`src/rtl/sram_axi_arbiter_pkg.sv`:
```
// Shared types and constants for the SRAM-to-AXI arbiter: FSM encodings,
// port ownership codes and the fixed AXI tie-off values.
package sram_axi_arbiter_pkg;

    localparam int unsigned ADDR_W = 32;
    localparam int unsigned DATA_W = 32;
    localparam int unsigned STRB_W = DATA_W / 8;

    typedef enum logic [1:0] {
        R_IDLE,
        R_ADDR,
        R_DATA
    } rd_state_e;

    typedef enum logic [1:0] {
        W_IDLE,
        W_REQ,
        W_RESP
    } wr_state_e;

    typedef enum logic {
        OWN_INST,
        OWN_DATA
    } owner_e;

    // Single-beat, single-ID traffic only.
    localparam logic [3:0] AXI_ID         = 4'd0;
    localparam logic [3:0] AXI_LEN        = 4'd0;
    localparam logic [1:0] AXI_BURST_INCR = 2'b01;
    localparam logic       AXI_LAST       = 1'b1;

    // SRAM size code (0/1/2) to AXI AxSIZE.
    function automatic logic [2:0] to_axsize(input logic [1:0] size);
        return {1'b0, size};
    endfunction

endpackage

```
`src/rtl/sram_axi_arbiter_if.sv`:
```
// Bundle of the two SRAM-like ports and the AXI3 master bus seen by the arbiter.
interface sram_axi_arbiter_if;
    import sram_axi_arbiter_pkg::*;

    // Instruction fetch port (read only)
    logic              inst_req;
    logic [1:0]        inst_size;
    logic [ADDR_W-1:0] inst_addr;
    logic              inst_addr_ok;
    logic              inst_data_ok;
    logic [DATA_W-1:0] inst_rdata;

    // Data port (load/store)
    logic              data_req;
    logic              data_wr;
    logic [1:0]        data_size;
    logic [STRB_W-1:0] data_wstrb;
    logic [ADDR_W-1:0] data_addr;
    logic [DATA_W-1:0] data_wdata;
    logic              data_addr_ok;
    logic              data_data_ok;
    logic [DATA_W-1:0] data_rdata;

    // AXI read channels
    logic [3:0]        arid;
    logic [ADDR_W-1:0] araddr;
    logic [3:0]        arlen;
    logic [2:0]        arsize;
    logic [1:0]        arburst;
    logic              arvalid;
    logic              arready;
    logic [DATA_W-1:0] rdata;
    logic              rvalid;
    logic              rready;

    // AXI write channels
    logic [3:0]        awid;
    logic [ADDR_W-1:0] awaddr;
    logic [3:0]        awlen;
    logic [2:0]        awsize;
    logic [1:0]        awburst;
    logic              awvalid;
    logic              awready;
    logic [3:0]        wid;
    logic [DATA_W-1:0] wdata;
    logic [STRB_W-1:0] wstrb;
    logic              wlast;
    logic              wvalid;
    logic              wready;
    logic              bvalid;
    logic              bready;

    // Arbiter side: serves the SRAM ports, masters the AXI bus.
    modport master (
        input  inst_req, inst_size, inst_addr,
        output inst_addr_ok, inst_data_ok, inst_rdata,
        input  data_req, data_wr, data_size, data_wstrb, data_addr, data_wdata,
        output data_addr_ok, data_data_ok, data_rdata,
        output arid, araddr, arlen, arsize, arburst, arvalid,
        input  arready, rdata, rvalid,
        output rready,
        output awid, awaddr, awlen, awsize, awburst, awvalid,
        input  awready,
        output wid, wdata, wstrb, wlast, wvalid,
        input  wready, bvalid,
        output bready
    );

    // Environment side: CPU stages plus AXI slave.
    modport slave (
        output inst_req, inst_size, inst_addr,
        input  inst_addr_ok, inst_data_ok, inst_rdata,
        output data_req, data_wr, data_size, data_wstrb, data_addr, data_wdata,
        input  data_addr_ok, data_data_ok, data_rdata,
        input  arid, araddr, arlen, arsize, arburst, arvalid,
        output arready, rdata, rvalid,
        input  rready,
        input  awid, awaddr, awlen, awsize, awburst, awvalid,
        output awready,
        input  wid, wdata, wstrb, wlast, wvalid,
        output wready, bvalid,
        input  bready
    );

endinterface

```
`src/rtl/sram_axi_arbiter_wr_channel.sv`:
```
// Write sequencer: one outstanding store, AW and W issued together and
// retired independently, then a single B response.
module sram_axi_arbiter_wr_channel
    import sram_axi_arbiter_pkg::*;
(
    input  logic              clk,
    input  logic              reset,
    // Store acceptance strobe and its payload
    input  logic              accept,
    input  logic [ADDR_W-1:0] req_addr,
    input  logic [1:0]        req_size,
    input  logic [STRB_W-1:0] req_wstrb,
    input  logic [DATA_W-1:0] req_wdata,
    // Hold off B while the read path is returning data on the data port
    input  logic              b_block,
    output logic              idle,
    output logic              done,
    // AXI write channels
    output logic [ADDR_W-1:0] awaddr,
    output logic [2:0]        awsize,
    output logic              awvalid,
    input  logic              awready,
    output logic [DATA_W-1:0] wdata,
    output logic [STRB_W-1:0] wstrb,
    output logic              wvalid,
    input  logic              wready,
    input  logic              bvalid,
    output logic              bready
);

    wr_state_e         state_q;
    logic [ADDR_W-1:0] addr_q;
    logic [1:0]        size_q;
    logic [STRB_W-1:0] wstrb_q;
    logic [DATA_W-1:0] wdata_q;
    logic              awvalid_q;
    logic              wvalid_q;
    logic              aw_done_q;
    logic              w_done_q;

    // Write FSM with sticky per-channel completion flags.
    always_ff @(posedge clk) begin
        if (reset) begin
            state_q   <= W_IDLE;
            addr_q    <= '0;
            size_q    <= '0;
            wstrb_q   <= '0;
            wdata_q   <= '0;
            awvalid_q <= 1'b0;
            wvalid_q  <= 1'b0;
            aw_done_q <= 1'b0;
            w_done_q  <= 1'b0;
        end else begin
            case (state_q)
                W_IDLE: begin
                    if (accept) begin
                        addr_q    <= req_addr;
                        size_q    <= req_size;
                        wstrb_q   <= req_wstrb;
                        wdata_q   <= req_wdata;
                        awvalid_q <= 1'b1;
                        wvalid_q  <= 1'b1;
                        aw_done_q <= 1'b0;
                        w_done_q  <= 1'b0;
                        state_q   <= W_REQ;
                    end
                end
                W_REQ: begin
                    if (awvalid_q && awready) begin
                        awvalid_q <= 1'b0;
                        aw_done_q <= 1'b1;
                    end
                    if (wvalid_q && wready) begin
                        wvalid_q <= 1'b0;
                        w_done_q <= 1'b1;
                    end
                    // Either flag may already be set, or both handshakes land now.
                    if ((aw_done_q || awready) && (w_done_q || wready)) begin
                        state_q <= W_RESP;
                    end
                end
                W_RESP: begin
                    if (bvalid && bready) begin
                        state_q <= W_IDLE;
                    end
                end
                default: state_q <= W_IDLE;
            endcase
        end
    end

    assign idle    = (state_q == W_IDLE);
    assign bready  = (state_q == W_RESP) && !b_block;
    assign done    = bvalid && bready;
    assign awaddr  = addr_q;
    assign awsize  = to_axsize(size_q);
    assign awvalid = awvalid_q;
    assign wdata   = wdata_q;
    assign wstrb   = wstrb_q;
    assign wvalid  = wvalid_q;

endmodule

```
`src/rtl/sram_axi_arbiter.sv`:
```
// Shares one AXI3 master between the instruction-fetch and data SRAM ports:
// one outstanding read (data beats inst), one outstanding store, RAW blocking.
module sram_axi_arbiter
    import sram_axi_arbiter_pkg::*;
(
    input  logic               clk,
    input  logic               reset,
    sram_axi_arbiter_if.master bus
);

    rd_state_e         rd_state_q;
    owner_e            owner_q;
    logic [ADDR_W-1:0] araddr_q;
    logic [1:0]        arsize_q;
    logic              arvalid_q;
    logic              rready_q;

    logic              wr_idle;
    logic              wr_done;
    logic [ADDR_W-1:0] wr_addr;

    logic data_rd_req;
    logic data_wr_req;
    logic data_hazard;
    logic inst_hazard;
    logic rd_accept_data;
    logic rd_accept_inst;
    logic wr_accept;
    logic r_beat;
    logic r_beat_data;
    logic r_beat_inst;

    assign data_rd_req = bus.data_req && !bus.data_wr;
    assign data_wr_req = bus.data_req && bus.data_wr;

    // A read to the word of an in-flight store must wait for the store to retire.
    assign data_hazard = !wr_idle && (bus.data_addr[ADDR_W-1:2] == wr_addr[ADDR_W-1:2]);
    assign inst_hazard = !wr_idle && (bus.inst_addr[ADDR_W-1:2] == wr_addr[ADDR_W-1:2]);

    // Data loads own the grant whenever present, even if hazard-stalled.
    assign rd_accept_data = !reset && (rd_state_q == R_IDLE) && data_rd_req && !data_hazard;
    assign rd_accept_inst = !reset && (rd_state_q == R_IDLE) && bus.inst_req
                            && !data_rd_req && !inst_hazard;
    assign wr_accept      = !reset && wr_idle && data_wr_req;

    assign r_beat      = (rd_state_q == R_DATA) && bus.rvalid;
    assign r_beat_data = r_beat && (owner_q == OWN_DATA);
    assign r_beat_inst = r_beat && (owner_q == OWN_INST);

    // Read FSM: latch the winning request, issue AR, wait for the R beat.
    always_ff @(posedge clk) begin
        if (reset) begin
            rd_state_q <= R_IDLE;
            owner_q    <= OWN_INST;
            araddr_q   <= '0;
            arsize_q   <= '0;
            arvalid_q  <= 1'b0;
            rready_q   <= 1'b0;
        end else begin
            case (rd_state_q)
                R_IDLE: begin
                    if (rd_accept_data) begin
                        owner_q    <= OWN_DATA;
                        araddr_q   <= bus.data_addr;
                        arsize_q   <= bus.data_size;
                        arvalid_q  <= 1'b1;
                        rd_state_q <= R_ADDR;
                    end else if (rd_accept_inst) begin
                        owner_q    <= OWN_INST;
                        araddr_q   <= bus.inst_addr;
                        arsize_q   <= bus.inst_size;
                        arvalid_q  <= 1'b1;
                        rd_state_q <= R_ADDR;
                    end
                end
                R_ADDR: begin
                    if (bus.arready) begin
                        arvalid_q  <= 1'b0;
                        rready_q   <= 1'b1;
                        rd_state_q <= R_DATA;
                    end
                end
                R_DATA: begin
                    if (bus.rvalid) begin
                        rready_q   <= 1'b0;
                        rd_state_q <= R_IDLE;
                    end
                end
                default: rd_state_q <= R_IDLE;
            endcase
        end
    end

    sram_axi_arbiter_wr_channel u_wr (
        .clk       (clk),
        .reset     (reset),
        .accept    (wr_accept),
        .req_addr  (bus.data_addr),
        .req_size  (bus.data_size),
        .req_wstrb (bus.data_wstrb),
        .req_wdata (bus.data_wdata),
        .b_block   (r_beat_data),
        .idle      (wr_idle),
        .done      (wr_done),
        .awaddr    (wr_addr),
        .awsize    (bus.awsize),
        .awvalid   (bus.awvalid),
        .awready   (bus.awready),
        .wdata     (bus.wdata),
        .wstrb     (bus.wstrb),
        .wvalid    (bus.wvalid),
        .wready    (bus.wready),
        .bvalid    (bus.bvalid),
        .bready    (bus.bready)
    );

    assign bus.awaddr = wr_addr;

    // SRAM-side handshakes
    assign bus.inst_addr_ok = rd_accept_inst;
    assign bus.data_addr_ok = rd_accept_data || wr_accept;
    assign bus.inst_data_ok = r_beat_inst;
    assign bus.data_data_ok = r_beat_data || wr_done;
    assign bus.inst_rdata   = r_beat_inst ? bus.rdata : '0;
    assign bus.data_rdata   = r_beat_data ? bus.rdata : '0;

    // AXI read channel
    assign bus.araddr  = araddr_q;
    assign bus.arsize  = to_axsize(arsize_q);
    assign bus.arvalid = arvalid_q;
    assign bus.rready  = rready_q;

    // Fixed AXI fields
    assign bus.arid    = AXI_ID;
    assign bus.arlen   = AXI_LEN;
    assign bus.arburst = AXI_BURST_INCR;
    assign bus.awid    = AXI_ID;
    assign bus.awlen   = AXI_LEN;
    assign bus.awburst = AXI_BURST_INCR;
    assign bus.wid     = AXI_ID;
    assign bus.wlast   = AXI_LAST;

endmodule

```
`src/flat_wrapper.sv`:
```
// flat-port wrapper written by rule: the top's interface ports become plain ports
module sram_axi_arbiter_flat import sram_axi_arbiter_pkg::*;
  (clk, reset, bus_inst_req, bus_inst_size, bus_inst_addr, bus_inst_addr_ok, bus_inst_data_ok, bus_inst_rdata, bus_data_req, bus_data_wr, bus_data_size, bus_data_wstrb, bus_data_addr, bus_data_wdata, bus_data_addr_ok, bus_data_data_ok, bus_data_rdata, bus_arid, bus_araddr, bus_arlen, bus_arsize, bus_arburst, bus_arvalid, bus_arready, bus_rdata, bus_rvalid, bus_rready, bus_awid, bus_awaddr, bus_awlen, bus_awsize, bus_awburst, bus_awvalid, bus_awready, bus_wid, bus_wdata, bus_wstrb, bus_wlast, bus_wvalid, bus_wready, bus_bvalid, bus_bready);
  sram_axi_arbiter_if bus_i ();
  input  logic clk;
  input  logic reset;
  input wire logic [$bits(bus_i.inst_req)-1:0] bus_inst_req;
  input wire logic [$bits(bus_i.inst_size)-1:0] bus_inst_size;
  input wire logic [$bits(bus_i.inst_addr)-1:0] bus_inst_addr;
  output wire logic [$bits(bus_i.inst_addr_ok)-1:0] bus_inst_addr_ok;
  output wire logic [$bits(bus_i.inst_data_ok)-1:0] bus_inst_data_ok;
  output wire logic [$bits(bus_i.inst_rdata)-1:0] bus_inst_rdata;
  input wire logic [$bits(bus_i.data_req)-1:0] bus_data_req;
  input wire logic [$bits(bus_i.data_wr)-1:0] bus_data_wr;
  input wire logic [$bits(bus_i.data_size)-1:0] bus_data_size;
  input wire logic [$bits(bus_i.data_wstrb)-1:0] bus_data_wstrb;
  input wire logic [$bits(bus_i.data_addr)-1:0] bus_data_addr;
  input wire logic [$bits(bus_i.data_wdata)-1:0] bus_data_wdata;
  output wire logic [$bits(bus_i.data_addr_ok)-1:0] bus_data_addr_ok;
  output wire logic [$bits(bus_i.data_data_ok)-1:0] bus_data_data_ok;
  output wire logic [$bits(bus_i.data_rdata)-1:0] bus_data_rdata;
  output wire logic [$bits(bus_i.arid)-1:0] bus_arid;
  output wire logic [$bits(bus_i.araddr)-1:0] bus_araddr;
  output wire logic [$bits(bus_i.arlen)-1:0] bus_arlen;
  output wire logic [$bits(bus_i.arsize)-1:0] bus_arsize;
  output wire logic [$bits(bus_i.arburst)-1:0] bus_arburst;
  output wire logic [$bits(bus_i.arvalid)-1:0] bus_arvalid;
  input wire logic [$bits(bus_i.arready)-1:0] bus_arready;
  input wire logic [$bits(bus_i.rdata)-1:0] bus_rdata;
  input wire logic [$bits(bus_i.rvalid)-1:0] bus_rvalid;
  output wire logic [$bits(bus_i.rready)-1:0] bus_rready;
  output wire logic [$bits(bus_i.awid)-1:0] bus_awid;
  output wire logic [$bits(bus_i.awaddr)-1:0] bus_awaddr;
  output wire logic [$bits(bus_i.awlen)-1:0] bus_awlen;
  output wire logic [$bits(bus_i.awsize)-1:0] bus_awsize;
  output wire logic [$bits(bus_i.awburst)-1:0] bus_awburst;
  output wire logic [$bits(bus_i.awvalid)-1:0] bus_awvalid;
  input wire logic [$bits(bus_i.awready)-1:0] bus_awready;
  output wire logic [$bits(bus_i.wid)-1:0] bus_wid;
  output wire logic [$bits(bus_i.wdata)-1:0] bus_wdata;
  output wire logic [$bits(bus_i.wstrb)-1:0] bus_wstrb;
  output wire logic [$bits(bus_i.wlast)-1:0] bus_wlast;
  output wire logic [$bits(bus_i.wvalid)-1:0] bus_wvalid;
  input wire logic [$bits(bus_i.wready)-1:0] bus_wready;
  input wire logic [$bits(bus_i.bvalid)-1:0] bus_bvalid;
  output wire logic [$bits(bus_i.bready)-1:0] bus_bready;
  assign bus_i.inst_req = bus_inst_req;
  assign bus_i.inst_size = bus_inst_size;
  assign bus_i.inst_addr = bus_inst_addr;
  assign bus_inst_addr_ok = bus_i.inst_addr_ok;
  assign bus_inst_data_ok = bus_i.inst_data_ok;
  assign bus_inst_rdata = bus_i.inst_rdata;
  assign bus_i.data_req = bus_data_req;
  assign bus_i.data_wr = bus_data_wr;
  assign bus_i.data_size = bus_data_size;
  assign bus_i.data_wstrb = bus_data_wstrb;
  assign bus_i.data_addr = bus_data_addr;
  assign bus_i.data_wdata = bus_data_wdata;
  assign bus_data_addr_ok = bus_i.data_addr_ok;
  assign bus_data_data_ok = bus_i.data_data_ok;
  assign bus_data_rdata = bus_i.data_rdata;
  assign bus_arid = bus_i.arid;
  assign bus_araddr = bus_i.araddr;
  assign bus_arlen = bus_i.arlen;
  assign bus_arsize = bus_i.arsize;
  assign bus_arburst = bus_i.arburst;
  assign bus_arvalid = bus_i.arvalid;
  assign bus_i.arready = bus_arready;
  assign bus_i.rdata = bus_rdata;
  assign bus_i.rvalid = bus_rvalid;
  assign bus_rready = bus_i.rready;
  assign bus_awid = bus_i.awid;
  assign bus_awaddr = bus_i.awaddr;
  assign bus_awlen = bus_i.awlen;
  assign bus_awsize = bus_i.awsize;
  assign bus_awburst = bus_i.awburst;
  assign bus_awvalid = bus_i.awvalid;
  assign bus_i.awready = bus_awready;
  assign bus_wid = bus_i.wid;
  assign bus_wdata = bus_i.wdata;
  assign bus_wstrb = bus_i.wstrb;
  assign bus_wlast = bus_i.wlast;
  assign bus_wvalid = bus_i.wvalid;
  assign bus_i.wready = bus_wready;
  assign bus_i.bvalid = bus_bvalid;
  assign bus_bready = bus_i.bready;
  sram_axi_arbiter u_core (.clk(clk), .reset(reset), .bus(bus_i));
endmodule
```
`config.mk`:
```
export PLATFORM = sky130hd
export DESIGN_NAME = sram_axi_arbiter_flat
export DESIGN_NICKNAME = d
export VERILOG_FILES = /design/src/rtl/sram_axi_arbiter_pkg.sv /design/src/rtl/sram_axi_arbiter_if.sv /design/src/rtl/sram_axi_arbiter_wr_channel.sv /design/src/rtl/sram_axi_arbiter.sv /design/src/flat_wrapper.sv
export SDC_FILE = /design/constraint.sdc
export NUM_CORES = 1
export LEC_CHECK = 0
export ABC_CLOCK_PERIOD_IN_PS = 3600
export CAP_MARGIN = 0
export CORE_AREA = 2 2 135 137
export DETAILED_ROUTE_END_ITERATION = 8
export DIE_AREA = 0 0 137 139
export GPL_ROUTABILITY_DRIVEN = 0
export PLACE_DENSITY = 0.73
export SETUP_SLACK_MARGIN = 0.02
export SLEW_MARGIN = 40
export SYNTH_ARGS = -nofsm -noshare
export SYNTH_HDL_FRONTEND = slang
export SYNTH_SLANG_ARGS = --single-unit
export TNS_END_PERCENT = 10
```
`constraint.sdc`:
```
create_clock -name clk -period 3.6 [get_ports clk]
set_input_delay 0.9 -clock clk [delete_from_list [all_inputs] [get_ports clk]]
set_output_delay 0.9 -clock clk [all_outputs]
set_load 0.005 [all_outputs]
```
# --- Yosys cells after proc, flatten, opt, wreduce, memory -nomap -nowiden ---
# Index checks and enable logic that the tools add are counted.
classes:
  reduce_logical: 45
  bitwise: 1
  mux: 34
  n_eq_ne: 14
ops:
  columns: ["cell", "count"]
  rows:
  - ["$mux 32", 4]
  - ["$eq 30x30->1", 2]
  - ["$logic_and 1x1->1", 20]
  - ["$mux 2", 9]
  - ["$reduce_and 3->1", 6]
  - ["$mux 1", 13]
  - ["$ne 2x2->1 const B", 6]
  - ["$pmux 1 s2", 6]
  - ["$pmux 2 s3", 2]
  - ["$reduce_bool 2->1", 4]
  - ["$logic_not 1->1", 7]
  - ["$eq 2x1->1 const B", 2]
  - ["$eq 2x2->1 const B", 2]
  - ["$logic_not 2->1", 2]
  - ["$logic_or 1x1->1", 4]
  - ["$reduce_and 2->1", 2]
  - ["$ne 3x2->1 const B", 1]
  - ["$ne 2x1->1 const B", 1]
  - ["$not 1->1", 1]
word_totals:
  regBits: 115
  word_cells: 109
  input_bits: 146
  output_inout_bits: 204

# --- Depth between registers and ports, before layout ---
# Gate-level depths: netlist of run 1.
logic_depth:
  depth_word: 8
  mapped_depth: 9
  depth_no_buf: 6

# --- Modules after synthesis ---
# Synthesis of run 1 repeated with hierarchy kept, for this count alone.
unflattened:
  cells_unflattened: 701
  area_unflattened_um2: 6655.1
by_module_without_submodules:
  columns: ["mod", "area_per_inst_um2", "instances", "cells_per_inst", "seq_area_each_um2"]
  rows:
  - ["sram_axi_arbiter_wr_channel", 3509.6, 1, 336, 1521.5]
  - ["sram_axi_arbiter", 3145.5, 1, 365, 780.7]

# --- Worst setup path after synthesis of run 1 ---
# No wires, ideal clock.
synth_timing:
  path_type: "input to output"
  from: "input bus_inst_addr[6]"
  to: "output bus_inst_addr_ok"
  setup_slack_ps: 393
  n_path_buf: 2
  arrival_time_ps: 2307
  required_time_ps: 2700
  cell_stages: 7
  cell_sequence: "xor2_1 or4_1 nor4_2 a21bo_1 buf_6 buf_12 inv_1"
synth_via:
  elab_chain_cells: 4
synth_lines:
  columns: ["item", "line_no", "text"]
  rows:
  - ["start, declared", "flat_wrapper.sv:9", "input wire logic [$bits(bus_i.inst_addr)-1:0] bus_inst_addr;"]
  - ["$eq 30x30->1", "sram_axi_arbiter.sv:38", "assign inst_hazard = !wr_idle && (bus.inst_addr[ADDR_W-1:2] == wr_addr[ADDR_W-1:2]);"]
  - ["$logic_and 1x1->1", "sram_axi_arbiter.sv:38", null]
  - ["$logic_not 1->1", "sram_axi_arbiter.sv:43", "&& !data_rd_req && !inst_hazard;"]
  - ["$logic_and 1x1->1", "sram_axi_arbiter.sv:43", null]
  - ["end, declared", "flat_wrapper.sv:10", "output wire logic [$bits(bus_i.inst_addr_ok)-1:0] bus_inst_addr_ok;"]
# Every way passes these cells.

# --- Final worst setup path of run 1 ---
layout_timing:
  from: "input bus_inst_addr[11]"
  to: "output bus_inst_addr_ok"
# The elaborated chain is that of the path after synthesis.

==> tab_implementation.tex, run 1 <==
\begin{tabular}{lr}
\hline
Metric & Value \\
\hline
\multicolumn{2}{l}{\textbf{Outcome}} \\
\quad Run status & finished with violations \\
\quad Failing checks & negative setup slack \\
\multicolumn{2}{l}{\textbf{Timing}} \\
\quad Worst clock skew & 14.70 ps \\
\quad Number of hold-slack violations in the final timing report & 0 \\
\quad RSZ-0062 raised after global routing & yes \\
\quad Slew of the pin with the lowest slew margin & 704.5 ps \\
\quad Final setup vio count & 1 \\
\quad Final clock period utilization by the worst path & 1.001 \\
\quad Max-slew violation count & 0 \\
\quad Setup TNS & -2.292 ps \\
\quad Least setup slack across all paths after layout & -2.292 ps \\
\quad Normalized max-slew margin & 0.5303 \\
\quad Post-layout minimum cycle time & 3602 ps \\
\quad Maximum operating frequency & 277.6 MHz \\
\multicolumn{2}{l}{\textbf{Clocking}} \\
\quad Clock latency on the worst-skew pair & 420 ps \\
\quad Inserted Clock Buffers & 17 \\
\quad Max clock buf depth & 2 \\
\quad CTS tree & yes \\
\quad Clock-pin slew on the worst setup and hold paths & 60 ps \\
\quad Cell chosen for the clock root & sky130\_fd\_sc\_hd\_\_clkbuf\_16 \\
\quad Quantity of hold-fixing buffers added after cts & 0 \\
\quad Clock sink count & 115 \\
\quad H-tree depth & 4 \\
\multicolumn{2}{l}{\textbf{Logic synthesis}} \\
\quad Post-synthesis share of cell area spent on and, or, nand and nor gates & 0.2662 \\
\quad Unique masters post-synth & 37 \\
\quad Most common cell in the synthesized netlist & sky130\_fd\_sc\_hd\_\_nand2\_1 \\
\quad Cell taking the most area after synthesis & sky130\_fd\_sc\_hd\_\_dfxtp\_1 \\
\quad Post-synthesis sequential element count & 115 \\
\quad Dominant combinational cell family by area after synthesis & simple AND/OR/NAND/NOR gates \\
\quad Leading cell types by total area after synthesis & sky130\_fd\_sc\_hd\_\_dfxtp\_1 39\%, sky130\_fd\_sc\_hd\_\_nand2\_1 11\%, sky130\_fd\_sc\_hd\_\_a311oi\_2 6.9\% \\
\quad Count of mapped cells out of synthesis & 736 \\
\quad Netlist area before placement & 5871 um2 \\
\quad Sequential cell area fraction in the yosys report & 0.3922 \\
\quad Fraction of the mapped netlist area in compound gates & 0.1622 \\
\quad Share of flip-flops with an asynchronous set or reset & 0 \\
\quad Post-synth top cells & 178 x sky130\_fd\_sc\_hd\_\_nand2\_1, 115 x sky130\_fd\_sc\_hd\_\_dfxtp\_1, 76 x sky130\_fd\_sc\_hd\_\_o21ai\_0 \\
\quad Synthesized-area fraction occupied by xor and xnor cells & 0.08951 \\
\quad Warning count from the yosys run & 0 \\
\quad Number of synthesized flops with an enable pin & 0 \\
\quad Mean instance size in the synthesized netlist & 7.976 um2 \\
\quad Predominant post-synthesis flop cell & sky130\_fd\_sc\_hd\_\_dfxtp\_1 \\
\quad Synth Area in Adders & 0 \\
\quad Multiplexer area fraction after synthesis & 0.006820 \\
\quad Yosys top cell area share & 0.3922 \\
\multicolumn{2}{l}{\textbf{Cells and area}} \\
\quad Register area & 2302 um2 \\
\quad Final net count & 1222 \\
\quad Area of the multi-input gates & 3278 um2 \\
\quad Relative area change from synthesis to final layout & 72.97\% \\
\quad Filler instances & 1587 \\
\quad Diode count & 0 \\
\quad Layout Cell Area excl Fill & 10150 um2 \\
\quad Post-route insts no fill & 1318 \\
\quad Final cell utilization of the core & 0.5751 \\
\quad Share of layout cells above drive strength 1 & 0.1212 \\
\multicolumn{2}{l}{\textbf{Setup path}} \\
\quad Highest fanout seen on the critical path & 2 \\
\quad WP data required & 2700 ps \\
\quad Endpoint kind of the worst setup timing path & primary output \\
\quad Startpoint-to-endpoint class of the critical path & input port to primary output \\
\quad Crit start category & input port \\
\quad Data arrival time of the worst path & 2700 ps \\
\multicolumn{2}{l}{\textbf{Place}} \\
\quad Area after DPL & 9395 um2 \\
\quad Dpl cells & 1278 \\
\quad HPWL reported at the end of detailed placement & 16090 um \\
\quad Pre-CTS setup slack & -465.6 ps \\
\quad Count of input and output buffers & 322 \\
\multicolumn{2}{l}{\textbf{Drt}} \\
\quad Wire length reported by the detailed router & 22650 um \\
\quad Detailed-routing iteration count for the pre-antenna-repair pass & 4 \\
\quad Number of antenna-violating nets in the routed design & 0 \\
\quad 1st-iter DRT viols & 290 \\
\quad Vias per inst & 4.707 \\
\quad Via count & 6204 \\
\quad Post-detailed-route wirelength per cell & 17.19 um \\
\quad DRC & 0 \\
\multicolumn{2}{l}{\textbf{GRT}} \\
\quad Pin count of the biggest net entering global routing & 77 \\
\quad Vias in the first global route & 6100 \\
\quad Global-route usage over all layers & 0.2361 \\
\quad Number of antenna violations at the first check in global routing & 0 \\
\quad Wire length of the first global-routing pass & 34530 um \\
\quad GR Overflow Total & 0 \\
\multicolumn{2}{l}{\textbf{Floorplanning}} \\
\quad Top-Level Pins & 350 \\
\quad Die area & 19040 um2 \\
\quad Die X-Extent & 137 um \\
\quad Floorplan die height & 139 um \\
\quad Row count & 49 \\
\quad Total core area & 17660 um2 \\
\quad Effective utilization at floorplan & 0.3325 \\
\multicolumn{2}{l}{\textbf{Job}} \\
\quad Max cap viols & 0 \\
\multicolumn{2}{l}{\textbf{Hold path}} \\
\quad Worst min-delay path category & flip-flop to flip-flop \\
\multicolumn{2}{l}{\textbf{Pwr}} \\
\quad Leakage power of the design & 3.964 nW \\
\quad Total power per unit cell area & 370.9 nW/um2 \\
\quad Highest ir drop seen on vdd & 0.0003174 V \\
\hline
\end{tabular}
[worst paths after layout]
path / startpoint / to / slack [ps] / cells past startpoint
worst max-delay path: bus_inst_addr[11] / bus_inst_addr_ok / -2 / 7
worst min-delay path: u_core.u_wr.wdata[1]$_SDFFE_PP0P_ / u_core.u_wr.wdata[1]$_SDFFE_PP0P_ / 460 / 2
worst max register to register: u_core.u_wr.awaddr[9]$_SDFFE_PP0P_ / u_core.bus.araddr[6]$_SDFFE_PP0P_ / 810 / 10
worst min register to register: u_core.u_wr.wdata[1]$_SDFFE_PP0P_ / u_core.u_wr.wdata[1]$_SDFFE_PP0P_ / 460 / 2
[state kept, by name, indices dropped and copies added, names as in the netlist]
name                   flops
u_core.owner_q             1
u_core.u_wr.aw_done_q      1
u_core.u_wr.wstrb          4
u_core.rd_state_q          2
u_core.u_wr.state_q        2
u_core.u_wr.w_done_q       1
u_core.u_wr.awaddr        32
u_core.bus.araddr         32
u_core.bus.arvalid         1
u_core.u_wr.wvalid         1
u_core.bus.rready          1
u_core.u_wr.awvalid        1
u_core.u_wr.size_q         2
u_core.u_wr.wdata         32
u_core.arsize_q            2
[through the flow]
stage,total power (W),hold slack [ps]
global route,0.003911,475.7
detailed placement,0.002139,450.0
CTS,0.003785,457.5
global placement,0.002133,442.3
floorplan,0.001702,445.2
finish,0.003767,457.4
[timing repair]
item | in CTS | in global routing
setup endpoints to repair | 31 | 67
gates cloned | 1 | 1
resized for setup | 20 | 20
pin swaps | 6 | 7
setup buffers | 1 | 5
[routing by layer]
metal | global-route usage | up-vias | part of all wire
met5 | 0 | - | 0
met2 | 0.3611 | 217 | 0.46
met1 | 0.3135 | 2864 | 0.45
met3 | 0.07054 | 36 | 0.069
met4 | 0.08519 | 0 | 0.026
li1 | - | 3087 | -
[critical path: stages]
cell                              delay [ps]
sky130_fd_sc_hd__clkdlybuf4s50_1         430
sky130_fd_sc_hd__xor2_1                  150
sky130_fd_sc_hd__or4_4                   440
sky130_fd_sc_hd__nor4_4                  280
sky130_fd_sc_hd__a21bo_1                 200
sky130_fd_sc_hd__inv_1                    70
sky130_fd_sc_hd__clkdlybuf4s15_2         220
[power breakdown]
part	internal (W)	leakage [nW]	switching, W
Combinational	0.000410	2.75	0.000299
Clock	0.000977	0.271	0.000661
Sequential	0.00135	0.942	0.0000643
[layout make-up]
cell class | count | share of cell area
Clock buffer | 19 | 0.04362
Clock inverter | 13 | 0.01220
Inverter | 6 | 0.002218
Sequential cell | 115 | 0.2267
Tap cell | 229 | 0.02822
Timing Repair Buffer | 376 | 0.3642
Multi-Input combinational cell | 560 | 0.3228
[cells by family after synthesis]
kind of cell / Yosys count
and+or+nand+nor: 343
DFF: 115
buffers and inverters: 86
other: 2
xor gates and xnor gates: 60
AOI/OAI and AO/OA: 126
muxes: 4
[layout by cell type (no fill, tap or decap), types with 2 or more instances in the layout]
| cell | count |
|---|---|
| sky130_fd_sc_hd__nor4_1 | 6 |
| sky130_fd_sc_hd__clkdlybuf4s50_1 | 306 |
| sky130_fd_sc_hd__a31o_2 | 2 |
| sky130_fd_sc_hd__inv_6 | 5 |
| sky130_fd_sc_hd__xnor2_1 | 23 |
| sky130_fd_sc_hd__a21oi_1 | 9 |
| sky130_fd_sc_hd__dfxtp_1 | 115 |
| sky130_fd_sc_hd__nor3_1 | 3 |
| sky130_fd_sc_hd__a311oi_2 | 27 |
| sky130_fd_sc_hd__and2_1 | 64 |
| sky130_fd_sc_hd__a311oi_1 | 5 |
| sky130_fd_sc_hd__buf_2 | 2 |
| sky130_fd_sc_hd__nand2_1 | 177 |
| sky130_fd_sc_hd__xor2_1 | 33 |
| sky130_fd_sc_hd__clkbuf_16 | 18 |
| sky130_fd_sc_hd__nand3_1 | 32 |
| sky130_fd_sc_hd__nor4_2 | 2 |
| sky130_fd_sc_hd__buf_4 | 47 |
| sky130_fd_sc_hd__dlymetal6s2s_1 | 9 |
| sky130_fd_sc_hd__nor2_4 | 2 |
| sky130_fd_sc_hd__clkinv_2 | 2 |
| sky130_fd_sc_hd__o21ai_0 | 76 |
| sky130_fd_sc_hd__xnor2_2 | 4 |
| sky130_fd_sc_hd__clkinv_4 | 2 |
| sky130_fd_sc_hd__buf_6 | 3 |
| sky130_fd_sc_hd__nor2_1 | 39 |
| sky130_fd_sc_hd__dlygate4sd2_1 | 4 |
| sky130_fd_sc_hd__clkinvlp_4 | 3 |
| sky130_fd_sc_hd__buf_12 | 2 |
| sky130_fd_sc_hd__and3_1 | 2 |
| sky130_fd_sc_hd__mux2i_1 | 4 |
| sky130_fd_sc_hd__nand4_1 | 9 |
| sky130_fd_sc_hd__conb_1 | 27 |
| sky130_fd_sc_hd__a31oi_1 | 2 |
| sky130_fd_sc_hd__inv_1 | 5 |
Note: power is estimated with default switching activity, not from simulation.
==> run 2: changes to the inputs <==
--- a/config.mk
+++ b/config.mk
@@ -6,11 +6,12 @@
 export NUM_CORES = 1
 export LEC_CHECK = 0
 export ABC_CLOCK_PERIOD_IN_PS = 3600
-export CAP_MARGIN = 0
+export CAP_MARGIN = 20
 export CORE_AREA = 2 2 135 137
 export DETAILED_ROUTE_END_ITERATION = 8
 export DIE_AREA = 0 0 137 139
 export GPL_ROUTABILITY_DRIVEN = 0
+export MAX_ROUTING_LAYER = met4
 export PLACE_DENSITY = 0.73
 export SETUP_SLACK_MARGIN = 0.02
 export SLEW_MARGIN = 40
==> tab_implementation.tex, run 2 (synthesis results as in run 1) <==
\begin{tabular}{lr}
\hline
Metric & Value \\
\hline
\multicolumn{2}{l}{\textbf{Setup path}} \\
\quad Delay contributed by the slowest stage of the critical path & 440 ps \\
\quad Startpoint-to-endpoint class of the critical path & input port to primary output \\
\quad CP top delay family & buffers and inverters \\
\quad Crit start category & input port \\
\quad Cell-by-cell listing of the critical path & clkdlybuf4s50\_1, xor2\_1, or4\_4, nor4\_4, a21bo\_1, inv\_1, clkdlybuf4s15\_2 \\
\quad Highest fanout seen on the critical path & 2 \\
\quad Number of buffers and inverters on the critical path & 3 \\
\quad Worst-path cell with the longest stage delay & sky130\_fd\_sc\_hd\_\_or4\_4 \\
\quad Data arrival time of the worst path & 2700 ps \\
\quad R2r worst-path depth & 10 \\
\quad WP data required & 2700 ps \\
\quad Crit. path cell count & 7 \\
\quad Endpoint kind of the worst setup timing path & primary output \\
\multicolumn{2}{l}{\textbf{GRT}} \\
\quad Pin count of the biggest net entering global routing & 77 \\
\quad Wire length of the first global-routing pass & 34400 um \\
\quad Number of antenna violations at the first check in global routing & 0 \\
\quad Vias in the first global route & 6140 \\
\quad GR Overflow Total & 0 \\
\quad Global-route usage over all layers & 0.2428 \\
\multicolumn{2}{l}{\textbf{Drt}} \\
\quad Wire length on met1 & 10110 um \\
\quad 1st-iter DRT viols & 312 \\
\quad Wire length reported by the detailed router & 22550 um \\
\quad Met3 routed WL & 1487 um \\
\quad Met2 wire length & 10370 um \\
\quad DRC & 0 \\
\quad Detailed-routing iteration count for the pre-antenna-repair pass & 6 \\
\quad Via count & 6199 \\
\quad Post-detailed-route wirelength per cell & 17.11 um \\
\quad Top Layer Used & met4 \\
\quad Vias per inst & 4.703 \\
\quad Number of antenna-violating nets in the routed design & 0 \\
\multicolumn{2}{l}{\textbf{Place}} \\
\quad Count of input and output buffers & 322 \\
\quad HPWL reported at the end of detailed placement & 16090 um \\
\multicolumn{2}{l}{\textbf{Timing}} \\
\quad Worst Hold Margin & 456.6 ps \\
\quad Max-slew violation count & 0 \\
\quad Setup TNS & 0 ps \\
\quad Normalized max-slew margin & 0.5352 \\
\quad Number of hold-slack violations in the final timing report & 0 \\
\quad Final clock period utilization by the worst path & 0.9989 \\
\quad RSZ-0062 raised after global routing & yes \\
\quad Slew of the pin with the lowest slew margin & 697.2 ps \\
\quad Post-layout minimum cycle time & 3596 ps \\
\quad Worst clock skew & 15.03 ps \\
\quad Final setup vio count & 0 \\
\quad Maximum operating frequency & 278.1 MHz \\
\multicolumn{2}{l}{\textbf{Floorplanning}} \\
\quad Floorplan die height & 139 um \\
\quad Row count & 49 \\
\quad Die X-Extent & 137 um \\
\quad Die area & 19040 um2 \\
\quad Total core area & 17660 um2 \\
\quad Effective utilization at floorplan & 0.3325 \\
\quad Top-Level Pins & 350 \\
\multicolumn{2}{l}{\textbf{Cells and area}} \\
\quad Most frequent cells in the layout & 306 x sky130\_fd\_sc\_hd\_\_clkdlybuf4s50\_1, 177 x sky130\_fd\_sc\_hd\_\_nand2\_1, 115 x sky130\_fd\_sc\_hd\_\_dfxtp\_1, 76 x sky130\_fd\_sc\_hd\_\_o21ai\_0, 64 x sky130\_fd\_sc\_hd\_\_and2\_1 \\
\quad Final net count & 1222 \\
\quad Share of layout cells above drive strength 1 & 0.1212 \\
\quad Diode count & 0 \\
\quad Filler instances & 1587 \\
\quad Register area & 2302 um2 \\
\quad Relative area change from synthesis to final layout & 72.97\% \\
\quad Most common library cell in the layout ignoring fill and taps & sky130\_fd\_sc\_hd\_\_clkdlybuf4s50\_1 \\
\quad Area of the multi-input gates & 3278 um2 \\
\multicolumn{2}{l}{\textbf{Clocking}} \\
\quad Max clock buf depth & 2 \\
\quad Clock-pin slew on the worst setup and hold paths & 60 ps \\
\quad Inserted Clock Buffers & 17 \\
\quad Clock latency on the worst-skew pair & 420 ps \\
\quad H-tree depth & 4 \\
\quad CTS tree & yes \\
\quad Cell chosen for the clock root & sky130\_fd\_sc\_hd\_\_clkbuf\_16 \\
\quad Clock sink count & 115 \\
\multicolumn{2}{l}{\textbf{Pwr}} \\
\quad Logic gate share of total power & 0.188 \\
\quad Highest ir drop seen on vdd & 0.0003155 V \\
\quad Cell-internal power & 0.002742 W \\
\quad Leakage power of the design & 3.964 nW \\
\quad Total power per unit cell area & 370.2 nW/um2 \\
\quad Proportion of power drawn by the clock network & 0.434 \\
\quad Share of total power in sequential cells & 0.377 \\
\quad Net switching power of the design & 0.001017 W \\
\quad Switching Fraction & 0.2706 \\
\multicolumn{2}{l}{\textbf{Job}} \\
\quad Max cap viols & 0 \\
\multicolumn{2}{l}{\textbf{Outcome}} \\
\quad Run status & finished, final reports clean \\
\multicolumn{2}{l}{\textbf{Hold path}} \\
\quad Hold Crit Depth & 2 \\
\quad Worst min-delay path category & flip-flop to flip-flop \\
\hline
\end{tabular}
==> run 2: layer usage <==
metal,track usage,vias up
met4,0.08519,0
met1,0.3182,2835
li1,-,3086
met5,-,-
met2,0.3642,241
met3,0.05738,37
==> run 2: cell type report <==
cell class | count | share of cell area
clock buffer | 19 | 0.04362
clock inverter | 13 | 0.01220
inverter | 6 | 0.002218
multi-input combinational | 560 | 0.3228
sequential | 115 | 0.2267
tap | 229 | 0.02822
timing repair buffer | 376 | 0.3642
==> run 2: repair_timing <==
action,CTS,global route
hold buffers,0,0
pin swaps,6,7
buffers inserted,1,5
setup endpoints to repair,31,67
gates resized for setup,20,20
cloned,1,1
==> run 2: worst register-to-register path, cell delays in order, from the launching register on <==
cell and delay [ps]:
sky130_fd_sc_hd__dfxtp_1 360, sky130_fd_sc_hd__xor2_1 200, sky130_fd_sc_hd__nor4_2 360, sky130_fd_sc_hd__buf_4 160, sky130_fd_sc_hd__nand4_1 160, sky130_fd_sc_hd__o2111ai_4 240, sky130_fd_sc_hd__buf_4 140, sky130_fd_sc_hd__buf_4 90
sky130_fd_sc_hd__buf_6 500, sky130_fd_sc_hd__nor2_1 160, sky130_fd_sc_hd__a311oi_2 280
==> run 2: power by group through the flow <==
stage / clock, W / sequential (W) / combinational, W
floorplan: 0 / 0.00144 / 0.000260
global route: 0.00172 / 0.00143 / 0.000765
CTS: 0.00166 / 0.00142 / 0.000704
global placement: 0 / 0.00144 / 0.000692
detailed placement: 0 / 0.00144 / 0.000696
finish: 0.00163 / 0.00142 / 0.000707
==> run 2: final timing paths <==
| check | startpoint | end | slack [ps] |
|---|---|---|---|
| worst max register to register | u_core.u_wr.awaddr[9]$_SDFFE_PP0P_ | u_core.bus.araddr[6]$_SDFFE_PP0P_ | 850 |
| worst min register to register | u_core.u_wr.wdata[24]$_SDFFE_PP0P_ | u_core.u_wr.wdata[24]$_SDFFE_PP0P_ | 460 |
| worst max-delay path | bus_inst_addr[11] | bus_inst_addr_ok | 4 |
| worst min-delay path | u_core.u_wr.wdata[24]$_SDFFE_PP0P_ | u_core.u_wr.wdata[24]$_SDFFE_PP0P_ | 460 |
==> run 2: metrics by stage <==
step / worst slack, ps / utilization / total power, W / cell area (um2) / cells
after floorplan: 392.6 / - / 0.001702 / 5964 / 761
after global placement: -461.8 / 0.5317 / 0.002133 / 9388 / 1278
after detailed placement: -465.6 / 0.5321 / 0.002139 / 9395 / 1278
after CTS: -27.43 / 0.5667 / 0.003785 / 10010 / 1312
after global routing: -65.20 / 0.5751 / 0.003910 / 10150 / 1318
final: 4.041 / 0.5751 / 0.003759 / 10150 / 1318
==> run 3: changes to the inputs <==
--- a/config.mk
+++ b/config.mk
@@ -5,14 +5,15 @@
 export SDC_FILE = /design/constraint.sdc
 export NUM_CORES = 1
 export LEC_CHECK = 0
+export ABC_AREA = 1
 export ABC_CLOCK_PERIOD_IN_PS = 3600
 export CAP_MARGIN = 20
-export CORE_AREA = 2 2 135 137
+export CORE_AREA = 2 2 136 138
 export DETAILED_ROUTE_END_ITERATION = 8
-export DIE_AREA = 0 0 137 139
+export DIE_AREA = 0 0 138 140
 export GPL_ROUTABILITY_DRIVEN = 0
 export MAX_ROUTING_LAYER = met4
-export PLACE_DENSITY = 0.73
+export PLACE_DENSITY = 0.76
 export SETUP_SLACK_MARGIN = 0.02
 export SLEW_MARGIN = 40
 export SYNTH_ARGS = -nofsm -noshare
==> tab_implementation.tex, run 3 <==
\begin{tabular}{lr}
\hline
Metric & Value \\
\hline
\multicolumn{2}{l}{\textbf{Pwr}} \\
\quad Proportion of power drawn by the clock network & 0.454 \\
\quad Share of total power in sequential cells & 0.343 \\
\quad Logic gate share of total power & 0.204 \\
\quad Cell-internal power & 0.003053 W \\
\quad Net switching power of the design & 0.001112 W \\
\quad Total power per unit cell area & 386.0 nW/um2 \\
\quad Post-route total power & 0.004164 W \\
\quad Leakage power of the design & 5.496 nW \\
\quad Highest ir drop seen on vdd & 0.0003030 V \\
\quad Switching Fraction & 0.2669 \\
\multicolumn{2}{l}{\textbf{Logic synthesis}} \\
\quad Unique masters post-synth & 27 \\
\quad Post-synthesis sequential element count & 115 \\
\quad Count of mapped cells out of synthesis & 1042 \\
\quad Post-synthesis share of cell area spent on and, or, nand and nor gates & 0.3616 \\
\quad Multiplexer area fraction after synthesis & 0 \\
\quad Fraction of the mapped netlist area in compound gates & 0.06688 \\
\quad Netlist area before placement & 6585 um2 \\
\quad Synthesized-area fraction occupied by xor and xnor cells & 0.03458 \\
\quad Sequential cell area fraction in the yosys report & 0.3496 \\
\quad Dominant combinational cell family by area after synthesis & simple AND/OR/NAND/NOR gates \\
\quad Synth Area in Adders & 0 \\
\quad Warning count from the yosys run & 0 \\
\quad Most common cell in the synthesized netlist & sky130\_fd\_sc\_hd\_\_nand2\_1 \\
\quad Share of flip-flops with an asynchronous set or reset & 0 \\
\quad Predominant post-synthesis flop cell & sky130\_fd\_sc\_hd\_\_dfxtp\_1 \\
\quad Post-synth top cells & 242 x sky130\_fd\_sc\_hd\_\_nand2\_1, 186 x sky130\_fd\_sc\_hd\_\_inv\_1, 120 x sky130\_fd\_sc\_hd\_\_nand3\_1 \\
\quad Mean instance size in the synthesized netlist & 6.320 um2 \\
\quad Yosys top cell area share & 0.3496 \\
\quad Leading cell types by total area after synthesis & sky130\_fd\_sc\_hd\_\_dfxtp\_1 35\%, sky130\_fd\_sc\_hd\_\_nand2\_1 14\%, sky130\_fd\_sc\_hd\_\_inv\_1 11\% \\
\quad Number of synthesized flops with an enable pin & 0 \\
\quad Cell taking the most area after synthesis & sky130\_fd\_sc\_hd\_\_dfxtp\_1 \\
\multicolumn{2}{l}{\textbf{Clocking}} \\
\quad Quantity of hold-fixing buffers added after cts & 0 \\
\quad H-tree depth & 4 \\
\quad Clock latency on the worst-skew pair & 420 ps \\
\quad CTS tree & yes \\
\quad Number of post-CTS setup repair buffers & 0 \\
\quad Cell chosen for the clock root & sky130\_fd\_sc\_hd\_\_clkbuf\_16 \\
\quad Max clock buf depth & 2 \\
\quad Inserted Clock Buffers & 17 \\
\quad Clock sink count & 115 \\
\quad Clock-pin slew on the worst setup and hold paths & 50 ps \\
\multicolumn{2}{l}{\textbf{Cells and area}} \\
\quad Final cell utilization of the core & 0.6068 \\
\quad Layout Cell Area excl Fill & 10790 um2 \\
\quad Post-route insts no fill & 1601 \\
\quad Most common library cell in the layout ignoring fill and taps & sky130\_fd\_sc\_hd\_\_clkdlybuf4s50\_1 \\
\quad Most frequent cells in the layout & 287 x sky130\_fd\_sc\_hd\_\_clkdlybuf4s50\_1, 241 x sky130\_fd\_sc\_hd\_\_nand2\_1, 185 x sky130\_fd\_sc\_hd\_\_inv\_1, 120 x sky130\_fd\_sc\_hd\_\_nand3\_1, 115 x sky130\_fd\_sc\_hd\_\_dfxtp\_1 \\
\quad Share of layout cells above drive strength 1 & 0.1094 \\
\quad Final net count & 1505 \\
\quad Relative area change from synthesis to final layout & 63.84\% \\
\quad Filler instances & 1649 \\
\multicolumn{2}{l}{\textbf{Floorplanning}} \\
\quad Row count & 49 \\
\quad Top-Level Pins & 350 \\
\quad Total core area & 17780 um2 \\
\quad Die area & 19320 um2 \\
\quad Die X-Extent & 138 um \\
\quad Effective utilization at floorplan & 0.3704 \\
\quad Floorplan die height & 140 um \\
\multicolumn{2}{l}{\textbf{GRT}} \\
\quad Wire length of the first global-routing pass & 36810 um \\
\quad Number of antenna violations at the first check in global routing & 1 \\
\quad Vias in the first global route & 6942 \\
\quad Global-route usage over all layers & 0.2473 \\
\quad Pin count of the biggest net entering global routing & 79 \\
\quad GR Overflow Total & 0 \\
\multicolumn{2}{l}{\textbf{Timing}} \\
\quad Setup TNS & 0 ps \\
\quad RSZ-0062 raised after global routing & yes \\
\quad Post-layout minimum cycle time & 3476 ps \\
\quad Final clock period utilization by the worst path & 0.9656 \\
\quad Final setup vio count & 0 \\
\quad Maximum operating frequency & 287.7 MHz \\
\quad Max-slew violation count & 0 \\
\quad Worst clock skew & 11.01 ps \\
\quad Number of hold-slack violations in the final timing report & 0 \\
\quad Normalized max-slew margin & 0.4621 \\
\quad Slew of the pin with the lowest slew margin & 806.8 ps \\
\multicolumn{2}{l}{\textbf{Drt}} \\
\quad Post-detailed-route wirelength per cell & 14.97 um \\
\quad DRC & 0 \\
\quad Wire length reported by the detailed router & 23970 um \\
\quad Vias per inst & 4.595 \\
\quad Detailed-routing iteration count for the pre-antenna-repair pass & 5 \\
\quad 1st-iter DRT viols & 460 \\
\quad Via count & 7357 \\
\quad Number of antenna-violating nets in the routed design & 0 \\
\multicolumn{2}{l}{\textbf{Place}} \\
\quad Area after DPL & 9978 um2 \\
\quad Count of input and output buffers & 322 \\
\quad HPWL reported at the end of detailed placement & 17940 um \\
\quad Dpl cells & 1569 \\
\multicolumn{2}{l}{\textbf{Job}} \\
\quad Max cap viols & 0 \\
\multicolumn{2}{l}{\textbf{Setup path}} \\
\quad Data arrival time of the worst path & 2580 ps \\
\quad Highest fanout seen on the critical path & 13 \\
\quad Crit start category & input port \\
\quad Startpoint-to-endpoint class of the critical path & input port to primary output \\
\quad WP data required & 2700 ps \\
\quad Endpoint kind of the worst setup timing path & primary output \\
\multicolumn{2}{l}{\textbf{Hold path}} \\
\quad Worst min-delay path category & flip-flop to flip-flop \\
\multicolumn{2}{l}{\textbf{Outcome}} \\
\quad Run status & finished, final reports clean \\
\hline
\end{tabular}
run 3: cell count changes after synthesis, moves of 22 or more:
cell | before | now
sky130_fd_sc_hd__clkbuf_1 | 46 | 23
sky130_fd_sc_hd__o21ai_0 | 76 | 52
sky130_fd_sc_hd__inv_1 | 5 | 186
sky130_fd_sc_hd__xor2_1 | 33 | 1
sky130_fd_sc_hd__nor2_2 | 0 | 60
sky130_fd_sc_hd__nand2_1 | 178 | 242
sky130_fd_sc_hd__nand3_1 | 32 | 120
sky130_fd_sc_hd__nor2_1 | 41 | 105
sky130_fd_sc_hd__and2_1 | 64 | 0
sky130_fd_sc_hd__o22ai_1 | 1 | 23
sky130_fd_sc_hd__a311oi_2 | 27 | 0
run 3: final cells by class:
type / count / area (um2) / area share
tap: 229 / 286.5 / 0.02656
inverter: 200 / 755.7 / 0.07005
sequential: 115 / 2302 / 0.2134
multi-input combinational: 675 / 3223 / 0.2987
clock inverter: 14 / 226.5 / 0.02099
timing repair buffer: 350 / 3567 / 0.3306
antenna: 1 / 2.502 / 0.0002319
clock buffer: 17 / 425.4 / 0.03943
run 3: critical path: stages:
cell	delay (ps)
sky130_fd_sc_hd__clkdlybuf4s50_1	460
sky130_fd_sc_hd__inv_1	60
sky130_fd_sc_hd__nor3_2	140
sky130_fd_sc_hd__inv_1	90
sky130_fd_sc_hd__nor2_2	110
sky130_fd_sc_hd__inv_2	70
sky130_fd_sc_hd__buf_12	140
sky130_fd_sc_hd__nor2_1	90
sky130_fd_sc_hd__clkdlybuf4s50_1	510
run 3: final timing paths:
kind	end	start	cells after the start	slack [ps]
min	u_core.bus.rready$_SDFFE_PP0P_	u_core.bus.rready$_SDFFE_PP0P_	2	450
max reg2reg	u_core.bus.araddr[28]$_SDFFE_PP0P_	u_core.u_wr.awaddr[4]$_SDFFE_PP0P_	14	910
max	bus_inst_rdata[21]	bus_rvalid	9	120
min reg2reg	u_core.bus.rready$_SDFFE_PP0P_	u_core.bus.rready$_SDFFE_PP0P_	2	450
run 3: per-stage QoR:
stage | worst slack (ps) | hold slack [ps]
finish | 123.7 | 454.7
global route | 2.079 | 487.4
CTS | 24.93 | 457.6
detailed placement | -88.74 | 449.9
global placement | -118.9 | 448.7
floorplan | 832.5 | 440.7
run 3: per-layer routing:
layer	vias to the layer above	track usage	wire, um
met4	0	0.07411	391
met5	-	-	0
met1	3233	0.2864	9730
li1	3729	-	-
met2	366	0.4195	11770
met3	29	0.06838	2079
run 3: kinds of logic (layout without fill, tap and decap cells):
kind of cell    count (synthesis)  count (layout)
simple gates                  540             540
buf+inv                       277             581
flops                         115             115
compound gates                 82              82
xor+xnor                       26              26
other cells                     2              28
run 3: repair_timing:
item / 4_1_cts / 5_1_grt
pin swaps: 1 / 4
setup endpoints to repair: 35 / 35
gates resized for setup: 8 / 42
run 3: power groups by stage:
stage / logic (W) / registers (W) / clock network (W)
2_1_floorplan: 0.000395 / 0.00145 / 0
3_3_place_gp: 0.000834 / 0.00145 / 0
6_report: 0.000848 / 0.00143 / 0.00189
3_5_place_dp: 0.000841 / 0.00145 / 0
5_1_grt: 0.000933 / 0.00144 / 0.00198
4_1_cts: 0.000850 / 0.00143 / 0.00192
